<file path="src/rtl/dlx_pkg.sv">
// Shared DLX pipeline constants: run-control state encoding, HALT/NOP words
// and the default instruction-memory address width.
package dlx_pkg;

  localparam int DLX_ADDR_WIDTH = 10;
  localparam int DLX_DATA_WIDTH = 32;

  localparam logic [5:0]  DLX_HALT_OPCODE = 6'b111111;
  localparam logic [31:0] DLX_NOP         = 32'h0000_0000;

  localparam logic [2:0] ST_IDLE      = 3'd0;
  localparam logic [2:0] ST_RUN       = 3'd1;
  localparam logic [2:0] ST_WAIT_STEP = 3'd2;
  localparam logic [2:0] ST_DRAIN     = 3'd3;
  localparam logic [2:0] ST_HALTED    = 3'd4;

  typedef enum logic [1:0] {
    PC_SEL_INC    = 2'd0,
    PC_SEL_HOLD   = 2'd1,
    PC_SEL_JUMP   = 2'd2,
    PC_SEL_BRANCH = 2'd3
  } pc_sel_e;

endpackage

</file>
<file path="src/rtl/fetch_sequencer_if.sv">
// IF-stage bus: instruction-memory port plus the hazard/redirect controls
// exchanged between the fetch sequencer and the rest of the pipeline.
interface fetch_sequencer_if
#(
  parameter int ADDR_WIDTH = dlx_pkg::DLX_ADDR_WIDTH,
  parameter int DATA_WIDTH = dlx_pkg::DLX_DATA_WIDTH
);

  logic [ADDR_WIDTH-1:0] PC;
  logic [ADDR_WIDTH-1:0] PC_plus_1;
  logic                  imem_enable;
  logic [DATA_WIDTH-1:0] instruc_in;

  logic                  pipe_enable;
  logic                  flush_IF_ID;
  logic                  stall;
  logic                  branch_taken;
  logic [ADDR_WIDTH-1:0] branch_address;
  logic                  jump_taken;
  logic [ADDR_WIDTH-1:0] jump_address;

  modport master (
    output PC, PC_plus_1, imem_enable, pipe_enable, flush_IF_ID,
    input  instruc_in, stall, branch_taken, branch_address, jump_taken, jump_address
  );

  modport slave (
    input  PC, PC_plus_1, imem_enable, pipe_enable, flush_IF_ID,
    output instruc_in, stall, branch_taken, branch_address, jump_taken, jump_address
  );

endinterface

</file>
<file path="src/rtl/next_pc_mux.sv">
// Next-PC priority select: branch (oldest) over jump over hold over increment.
module next_pc_mux
  import dlx_pkg::*;
#(
  parameter int ADDR_WIDTH = DLX_ADDR_WIDTH
) (
  input  logic                  branch_taken,
  input  logic [ADDR_WIDTH-1:0] branch_address,
  input  logic                  jump_taken,
  input  logic [ADDR_WIDTH-1:0] jump_address,
  input  logic                  hold,
  input  logic [ADDR_WIDTH-1:0] pc,
  input  logic [ADDR_WIDTH-1:0] pc_plus_1,
  output logic [ADDR_WIDTH-1:0] pc_next
);

  pc_sel_e sel;

  // A redirect outranks hold: the stalled instruction is squashed anyway.
  always_comb begin
    sel = PC_SEL_INC;
    if (branch_taken)    sel = PC_SEL_BRANCH;
    else if (jump_taken) sel = PC_SEL_JUMP;
    else if (hold)       sel = PC_SEL_HOLD;
  end

  always_comb begin
    pc_next = pc_plus_1;
    case (sel)
      PC_SEL_BRANCH: pc_next = branch_address;
      PC_SEL_JUMP:   pc_next = jump_address;
      PC_SEL_HOLD:   pc_next = pc;
      default:       pc_next = pc_plus_1;
    endcase
  end

endmodule

</file>
<file path="src/rtl/fetch_sequencer.sv">
// IF-stage run control: owns the PC, issues instruction fetches, applies
// stalls and redirects, single-steps, and drains the pipe after a HALT.
//
// state      | meaning
// IDLE       | PC parked at RESET_PC, no fetch, waiting for start
// RUN        | fetch every cycle, PC follows the next-PC rule
// WAIT_STEP  | PC held; each step pulse grants one RUN-equivalent cycle
// DRAIN      | HALT seen, fetch off, in-flight instructions retire
// HALTED     | everything off until reset
module fetch_sequencer
  import dlx_pkg::*;
#(
  parameter int                    ADDR_WIDTH   = DLX_ADDR_WIDTH,
  parameter int                    DATA_WIDTH   = DLX_DATA_WIDTH,
  parameter logic [5:0]            HALT_OPCODE  = DLX_HALT_OPCODE,
  parameter int                    DRAIN_CYCLES = 4,
  parameter logic [ADDR_WIDTH-1:0] RESET_PC     = '0
) (
  input  logic              clock,
  input  logic              reset,
  input  logic              start,
  input  logic              step_mode,
  input  logic              step,
  fetch_sequencer_if.master bus,
  output logic              halted,
  output logic [2:0]        state,
  output logic [31:0]       instr_count
);

  localparam int DRAIN_W = (DRAIN_CYCLES > 1) ? $clog2(DRAIN_CYCLES) : 1;

  logic [2:0]            state_q;
  logic [2:0]            state_d;
  logic [ADDR_WIDTH-1:0] pc_q;
  logic [ADDR_WIDTH-1:0] pc_plus_1;
  logic [ADDR_WIDTH-1:0] pc_next;
  logic [DRAIN_W-1:0]    drain_cnt;
  logic                  rd_valid;
  logic [31:0]           count_q;

  logic fetch_cycle;
  logic fetching_state;
  logic branch_go;
  logic jump_go;
  logic redirect;
  logic halt_det;
  logic hold;
  logic imem_en;
  logic pipe_en;
  logic flush;
  logic unused_instr_bits;

  assign pc_plus_1      = pc_q + ADDR_WIDTH'(1);
  assign fetching_state = (state_q == ST_RUN) || (state_q == ST_WAIT_STEP);
  assign fetch_cycle    = (state_q == ST_RUN) || ((state_q == ST_WAIT_STEP) && step);

  assign branch_go = fetch_cycle && bus.branch_taken;
  assign jump_go   = fetch_cycle && bus.jump_taken;
  assign redirect  = branch_go || jump_go;

  // rd_valid marks a word that was actually requested on the previous cycle.
  assign halt_det = fetching_state && rd_valid && !redirect &&
                    (bus.instruc_in[DATA_WIDTH-1 -: 6] == HALT_OPCODE);

  assign hold    = !fetch_cycle || bus.stall || halt_det;
  assign imem_en = fetch_cycle;
  assign pipe_en = fetch_cycle && !bus.stall;
  assign flush   = redirect || halt_det;

  assign unused_instr_bits = ^bus.instruc_in[DATA_WIDTH-7:0];

  next_pc_mux #(
    .ADDR_WIDTH (ADDR_WIDTH)
  ) u_next_pc_mux (
    .branch_taken   (branch_go),
    .branch_address (bus.branch_address),
    .jump_taken     (jump_go),
    .jump_address   (bus.jump_address),
    .hold           (hold),
    .pc             (pc_q),
    .pc_plus_1      (pc_plus_1),
    .pc_next        (pc_next)
  );

  always_comb begin
    state_d = state_q;
    case (state_q)
      ST_IDLE: begin
        if (start) state_d = step_mode ? ST_WAIT_STEP : ST_RUN;
      end
      ST_RUN: begin
        if (halt_det)       state_d = ST_DRAIN;
        else if (step_mode) state_d = ST_WAIT_STEP;
      end
      ST_WAIT_STEP: begin
        if (halt_det)        state_d = ST_DRAIN;
        else if (!step_mode) state_d = ST_RUN;
      end
      ST_DRAIN: begin
        if (drain_cnt == '0) state_d = ST_HALTED;
      end
      ST_HALTED: state_d = ST_HALTED;
      default:   state_d = ST_IDLE;
    endcase
  end

  always_ff @(posedge clock or posedge reset) begin
    if (reset) begin
      state_q   <= ST_IDLE;
      pc_q      <= RESET_PC;
      drain_cnt <= '0;
      rd_valid  <= 1'b0;
      count_q   <= '0;
    end else begin
      state_q  <= state_d;
      rd_valid <= imem_en;

      if (state_q == ST_IDLE) pc_q <= RESET_PC;
      else                    pc_q <= pc_next;

      // Down-counter loaded on HALT; terminal count zero ends the drain.
      if (halt_det)
        drain_cnt <= DRAIN_W'(DRAIN_CYCLES - 1);
      else if ((state_q == ST_DRAIN) && (drain_cnt != '0))
        drain_cnt <= drain_cnt - DRAIN_W'(1);

      if (pipe_en && !flush && (count_q != '1))
        count_q <= count_q + 32'd1;
    end
  end

  assign bus.PC          = pc_q;
  assign bus.PC_plus_1   = pc_plus_1;
  assign bus.imem_enable = imem_en;
  assign bus.pipe_enable = pipe_en;
  assign bus.flush_IF_ID = flush;

  assign halted      = (state_q == ST_HALTED);
  assign state       = state_q;
  assign instr_count = count_q;

endmodule

</file>
<file path="src/flat_wrapper.sv">
// flat-port wrapper written by rule: the top's interface ports become plain ports
module fetch_sequencer_flat import dlx_pkg::*;
#(
  parameter int                    ADDR_WIDTH   = DLX_ADDR_WIDTH,
  parameter int                    DATA_WIDTH   = DLX_DATA_WIDTH,
  parameter logic [5:0]            HALT_OPCODE  = DLX_HALT_OPCODE,
  parameter int                    DRAIN_CYCLES = 4,
  parameter logic [ADDR_WIDTH-1:0] RESET_PC     = '0
)
  (clock, reset, start, step_mode, step, halted, state, instr_count, bus_PC, bus_PC_plus_1, bus_imem_enable, bus_pipe_enable, bus_flush_IF_ID, bus_instruc_in, bus_stall, bus_branch_taken, bus_branch_address, bus_jump_taken, bus_jump_address);
  fetch_sequencer_if #(.ADDR_WIDTH(ADDR_WIDTH), .DATA_WIDTH(DATA_WIDTH)) bus_i ();
  input  logic clock;
  input  logic reset;
  input  logic start;
  input  logic step_mode;
  input  logic step;
  output logic halted;
  output logic [2:0] state;
  output logic [31:0] instr_count;
  output wire logic [$bits(bus_i.PC)-1:0] bus_PC;
  output wire logic [$bits(bus_i.PC_plus_1)-1:0] bus_PC_plus_1;
  output wire logic [$bits(bus_i.imem_enable)-1:0] bus_imem_enable;
  output wire logic [$bits(bus_i.pipe_enable)-1:0] bus_pipe_enable;
  output wire logic [$bits(bus_i.flush_IF_ID)-1:0] bus_flush_IF_ID;
  input wire logic [$bits(bus_i.instruc_in)-1:0] bus_instruc_in;
  input wire logic [$bits(bus_i.stall)-1:0] bus_stall;
  input wire logic [$bits(bus_i.branch_taken)-1:0] bus_branch_taken;
  input wire logic [$bits(bus_i.branch_address)-1:0] bus_branch_address;
  input wire logic [$bits(bus_i.jump_taken)-1:0] bus_jump_taken;
  input wire logic [$bits(bus_i.jump_address)-1:0] bus_jump_address;
  assign bus_PC = bus_i.PC;
  assign bus_PC_plus_1 = bus_i.PC_plus_1;
  assign bus_imem_enable = bus_i.imem_enable;
  assign bus_pipe_enable = bus_i.pipe_enable;
  assign bus_flush_IF_ID = bus_i.flush_IF_ID;
  assign bus_i.instruc_in = bus_instruc_in;
  assign bus_i.stall = bus_stall;
  assign bus_i.branch_taken = bus_branch_taken;
  assign bus_i.branch_address = bus_branch_address;
  assign bus_i.jump_taken = bus_jump_taken;
  assign bus_i.jump_address = bus_jump_address;
  fetch_sequencer #(.ADDR_WIDTH(ADDR_WIDTH), .DATA_WIDTH(DATA_WIDTH), .HALT_OPCODE(HALT_OPCODE), .DRAIN_CYCLES(DRAIN_CYCLES), .RESET_PC(RESET_PC)) u_core (.clock(clock), .reset(reset), .start(start), .step_mode(step_mode), .step(step), .bus(bus_i), .halted(halted), .state(state), .instr_count(instr_count));
endmodule
</file>
<file path="config.mk">
export PLATFORM = sky130hd
export DESIGN_NAME = fetch_sequencer_flat
export DESIGN_NICKNAME = d
export VERILOG_FILES = /design/src/rtl/dlx_pkg.sv /design/src/rtl/fetch_sequencer_if.sv /design/src/rtl/next_pc_mux.sv /design/src/rtl/fetch_sequencer.sv /design/src/flat_wrapper.sv
export SDC_FILE = /design/constraint.sdc
export NUM_CORES = 1
export LEC_CHECK = 0
export BUFFER_PORTS_ARGS = -buffer_cell sky130_fd_sc_hd__buf_2
export CAP_MARGIN = 10
export CORE_ASPECT_RATIO = 0.6
export CORE_MARGIN = 4
export CORE_UTILIZATION = 45
export CTS_BUF_LIST = sky130_fd_sc_hd__clkbuf_4
export DETAILED_ROUTE_END_ITERATION = 10
export GPL_ROUTABILITY_DRIVEN = 0
export GPL_TIMING_DRIVEN = 1
export PLACE_DENSITY = 0.75
export SLEW_MARGIN = 20
export SYNTH_ARGS = -nofsm -noshare
export SYNTH_HDL_FRONTEND = slang
export SYNTH_SLANG_ARGS = --single-unit
</file>
<file path="constraint.sdc">
create_clock -name clock -period 4.1 [get_ports clock]
set_clock_uncertainty 0.15 [all_clocks]
set_input_delay 0.41 -clock clock [delete_from_list [all_inputs] [get_ports clock]]
set_output_delay 0.41 -clock clock [all_outputs]
set_load 0.03 [all_outputs]
</file>
==> results by group <==
Status
  • Outcome: finished clean

Layout
  • Most frequent cells in the layout: buf_2 (92), dfrtp_1 (48), nand2_1 (28)
  • Ant diodes: 0
  • Most common cell after layout, fill and taps aside: buf_2
  • Total Nets Final: 446
  • Post-layout util: 0.560
  • Share of cells above drive strength 1: 0.344
  • Final Instance Count excl. Fillers: 468
  • Fin area: 3520 um2
  • Area grow syn2layout: 17.2%

Route
  • Wire length on met1: 3820 um
  • Routed length on met2: between 3000 and 4000 um
  • ANT nets after route: 0
  • Top routing layer in use: met4
  • Via count: 2686
  • Vias per cell: 5.74
  • Met3 WL: 541 um
  • DR WL/cell: 16.5 um
  • Router iterations before antenna repair: 5
  • DRC: 0
  • Routed WL: 7700 um
  • DRT iter0 DRCs: 98

STA
  • TNS Setup: 0 ns
  • Slew headroom: 0.416
  • Final worst-path cycle share: 0.769
  • Post-route minimum period: between 3 and 4 ns
  • RSZ-0062 raised after global routing: no
  • Worst-margin pin slew: 0.874 ns
  • Final slew viol count: 0
  • Worst hold slack: 0.0147 ns
  • Final setup fails: 0
  • Fmax: 317 MHz
  • Hold Fails Final Rpt: 0
  • PnR worst setup slack: 0.948 ns

Clocking
  • Postcts setup bufs: 0
  • H-tree levels: 2
  • Clk_lat worst skew: 0.36 ns
  • Post-CTS Hold Fix Bufs: 0
  • CTS clk-pin slew, worst paths: about 0.14 ns
  • Clock Tree Buf Depth: 2
  • TritonCTS Sinks: 48
  • Clk root buf: clkbuf_4
  • CTS tree: built
  • CTS buffer count: 5
  • Post-CTS sizing: 0

Setup path
  • WP data required: between 3 and 4 ns
  • CP delay by family, top: compound AO/OA/AOI/OAI gates
  • Crit-path cells: nand3b_1, a21o_1, inv_1, o21ai_1, nand2b_1, buf_2
  • Critical path arrival: around 2.6 ns
  • CP max stage cell: dfrtp_1
  • CP Max Fanout: 17
  • Kind of critical path: reg2out
  • Worst stage delay on the critical path: 0.51 ns
  • CP Launch Type: flop
  • Buf+Inv Stages, Crit Path: 2
  • CP Capture Type: output port

Synth
  • Cell Area, Synth: 3000 um2
  • Yosys warns: 0
  • Library cells used by synthesis: 55
  • Top cells by area, synth: dfrtp_1 (40%), xor2_1 (7.0%), nor4_2 (4.2%), xnor2_1 (4.1%), nand2_1 (3.5%)
  • Seq/Total Area, Yosys: 0.400
  • Yosys reg bits: between 40 and 50
  • Post-synth EDFFs: 0
  • Syn avg cell area: 10.0 um2
  • Syn Inst Count: 299
  • Cell taking the most area after synthesis: dfrtp_1
  • Synth top area share: 0.400
  • Ys async rst share: 1.00
  • Post-synth net total: 362
  • Prevailing post-synth register cell: dfrtp_1

Place
  • Port buffer count: a little over 90
  • HPWL after DPL: 5640 um
  • Pre-CTS setup slack: 0.974 ns
  • Post-placement cell count: 460
  • Placed Instance Area: 3460 um2

Global route
  • All-Layer GR Usage: 0.191
  • Gr ovfl total: 0
  • Vias in the first global route: ~2600
  • First-pass GRT wire length: 12700 um
  • Pin count of the biggest net entering global routing: between 40 and 50
  • Initial antenna violation count: 0

Power and ir drop
  • Sw Ratio: 0.497
  • Peak VDD IR: 0.368 mV
  • Internal: 0.963 mW
  • Combinational share of power: 0.514
  • Sequential share of power: 0.368
  • Pwr Density: ~540 nW/um2
  • Clk pwr share: 0.118
  • Switching pwr: 0.953 mW
  • Pwr Total: between 1.5 and 2 mW
  • Leakage: about 1.7 nW

Floorplan
  • Die area: 8080 um2
  • Num ports: 119
  • Die width: 113 um
  • FP Rows: 22
  • Core footprint: 6280 um2
  • Starting density of the core: 0.478
  • Die height: 71.3 um

Hold path
  • Hold Path Class: in2async

Run
  • Max Cap Viol: 0
[final cells by class]
type | instances | area (um2)
Fill cell | 586 | 2760
Sequential cell | 48 | 1200
Inverter | 8 | 31.3
Multi-Input combinational cell | 227 | 1650
Clock buffer | 6 | 45.0
Tap cell | 84 | 105
Clock inverter | 2 | 11.3
Timing Repair Buffer | 93 | 468
[synthesized netlist by cell type (all sizes together) (2+ instances only)]
| library cell | instances |
|---|---|
| a21o | 2 |
| a21oi | 3 |
| a221o | 2 |
| a221oi | 6 |
| a22oi | 2 |
| a311o | 2 |
| a31o | 3 |
| a31oi | 2 |
| and2 | 2 |
| and3 | 7 |
| and4 | 4 |
| buf | 9 |
| clkbuf | 7 |
| dfrtp | 48 |
| ha | 3 |
| inv | 8 |
| mux2 | 3 |
| mux2i | 2 |
| nand2 | 28 |
| nand2b | 3 |
| nand3 | 15 |
| nand3b | 2 |
| nand4 | 15 |
| nand4b | 8 |
| nor2 | 13 |
| nor2b | 3 |
| nor3 | 14 |
| nor3b | 2 |
| nor4 | 12 |
| o211ai | 2 |
| o21a | 2 |
| o21ai | 7 |
| o22ai | 4 |
| or3 | 4 |
| or4 | 2 |
| xnor2 | 14 |
| xor2 | 24 |
[logic make-up (layout without fill, tap and decap cells)]
kind of cell | count (synthesis) | in the layout | share of synthesized area
simple gates | 137 | 137 | 0.296
flops | 48 | 48 | 0.400
compound gates | 44 | 44 | 0.111
xor+xnor | 38 | 38 | 0.111
buf+inv | 24 | 109 | 0.0505
mux | 5 | 5 | 0.0179
fa+ha+maj | 3 | 3 | 0.0125
[sequential cells by signal, indices dropped and copies added (netlist names)]
register,count
u_core.state,3
u_core.drain_cnt,2
u_core.rd_valid,1
u_core.bus.PC,10
u_core.instr_count,32
[worst paths after layout]
path	from	endpoint	slack [ns]	cells past startpoint
setup / recovery	u_core.state[0]	bus_flush_IF_ID	0.95	6
hold / removal	reset	u_core.instr_count[28]	0.01	2
setup reg to reg	u_core.instr_count[0]	u_core.instr_count[12]	0.97	7
hold reg to reg	u_core.instr_count[11]	u_core.instr_count[11]	0.35	1
max in group asynchronous	reset	u_core.bus.PC[9]	3.28	2
min in group clock	bus_branch_address[3]	u_core.bus.PC[3]	0.19	3
[routing by layer]
metal | vias up | track usage
met4 | 0 | 0.0360
met5 | - | 0
met1 | 1296 | 0.298
li1 | 1278 | -
met3 | 11 | 0.0439
met2 | 101 | 0.270
[power groups by stage]
stage	Combinational [mW]	Sequential [mW]	Clock (mW)
floorplan	0.640	0.812	0
global placement	0.978	0.703	0
detailed placement	0.989	0.711	0
CTS	0.993	0.701	0.236
global route	1.07	0.726	0.255
finish	0.985	0.704	0.227
Note: power is estimated with default switching activity, not from simulation.
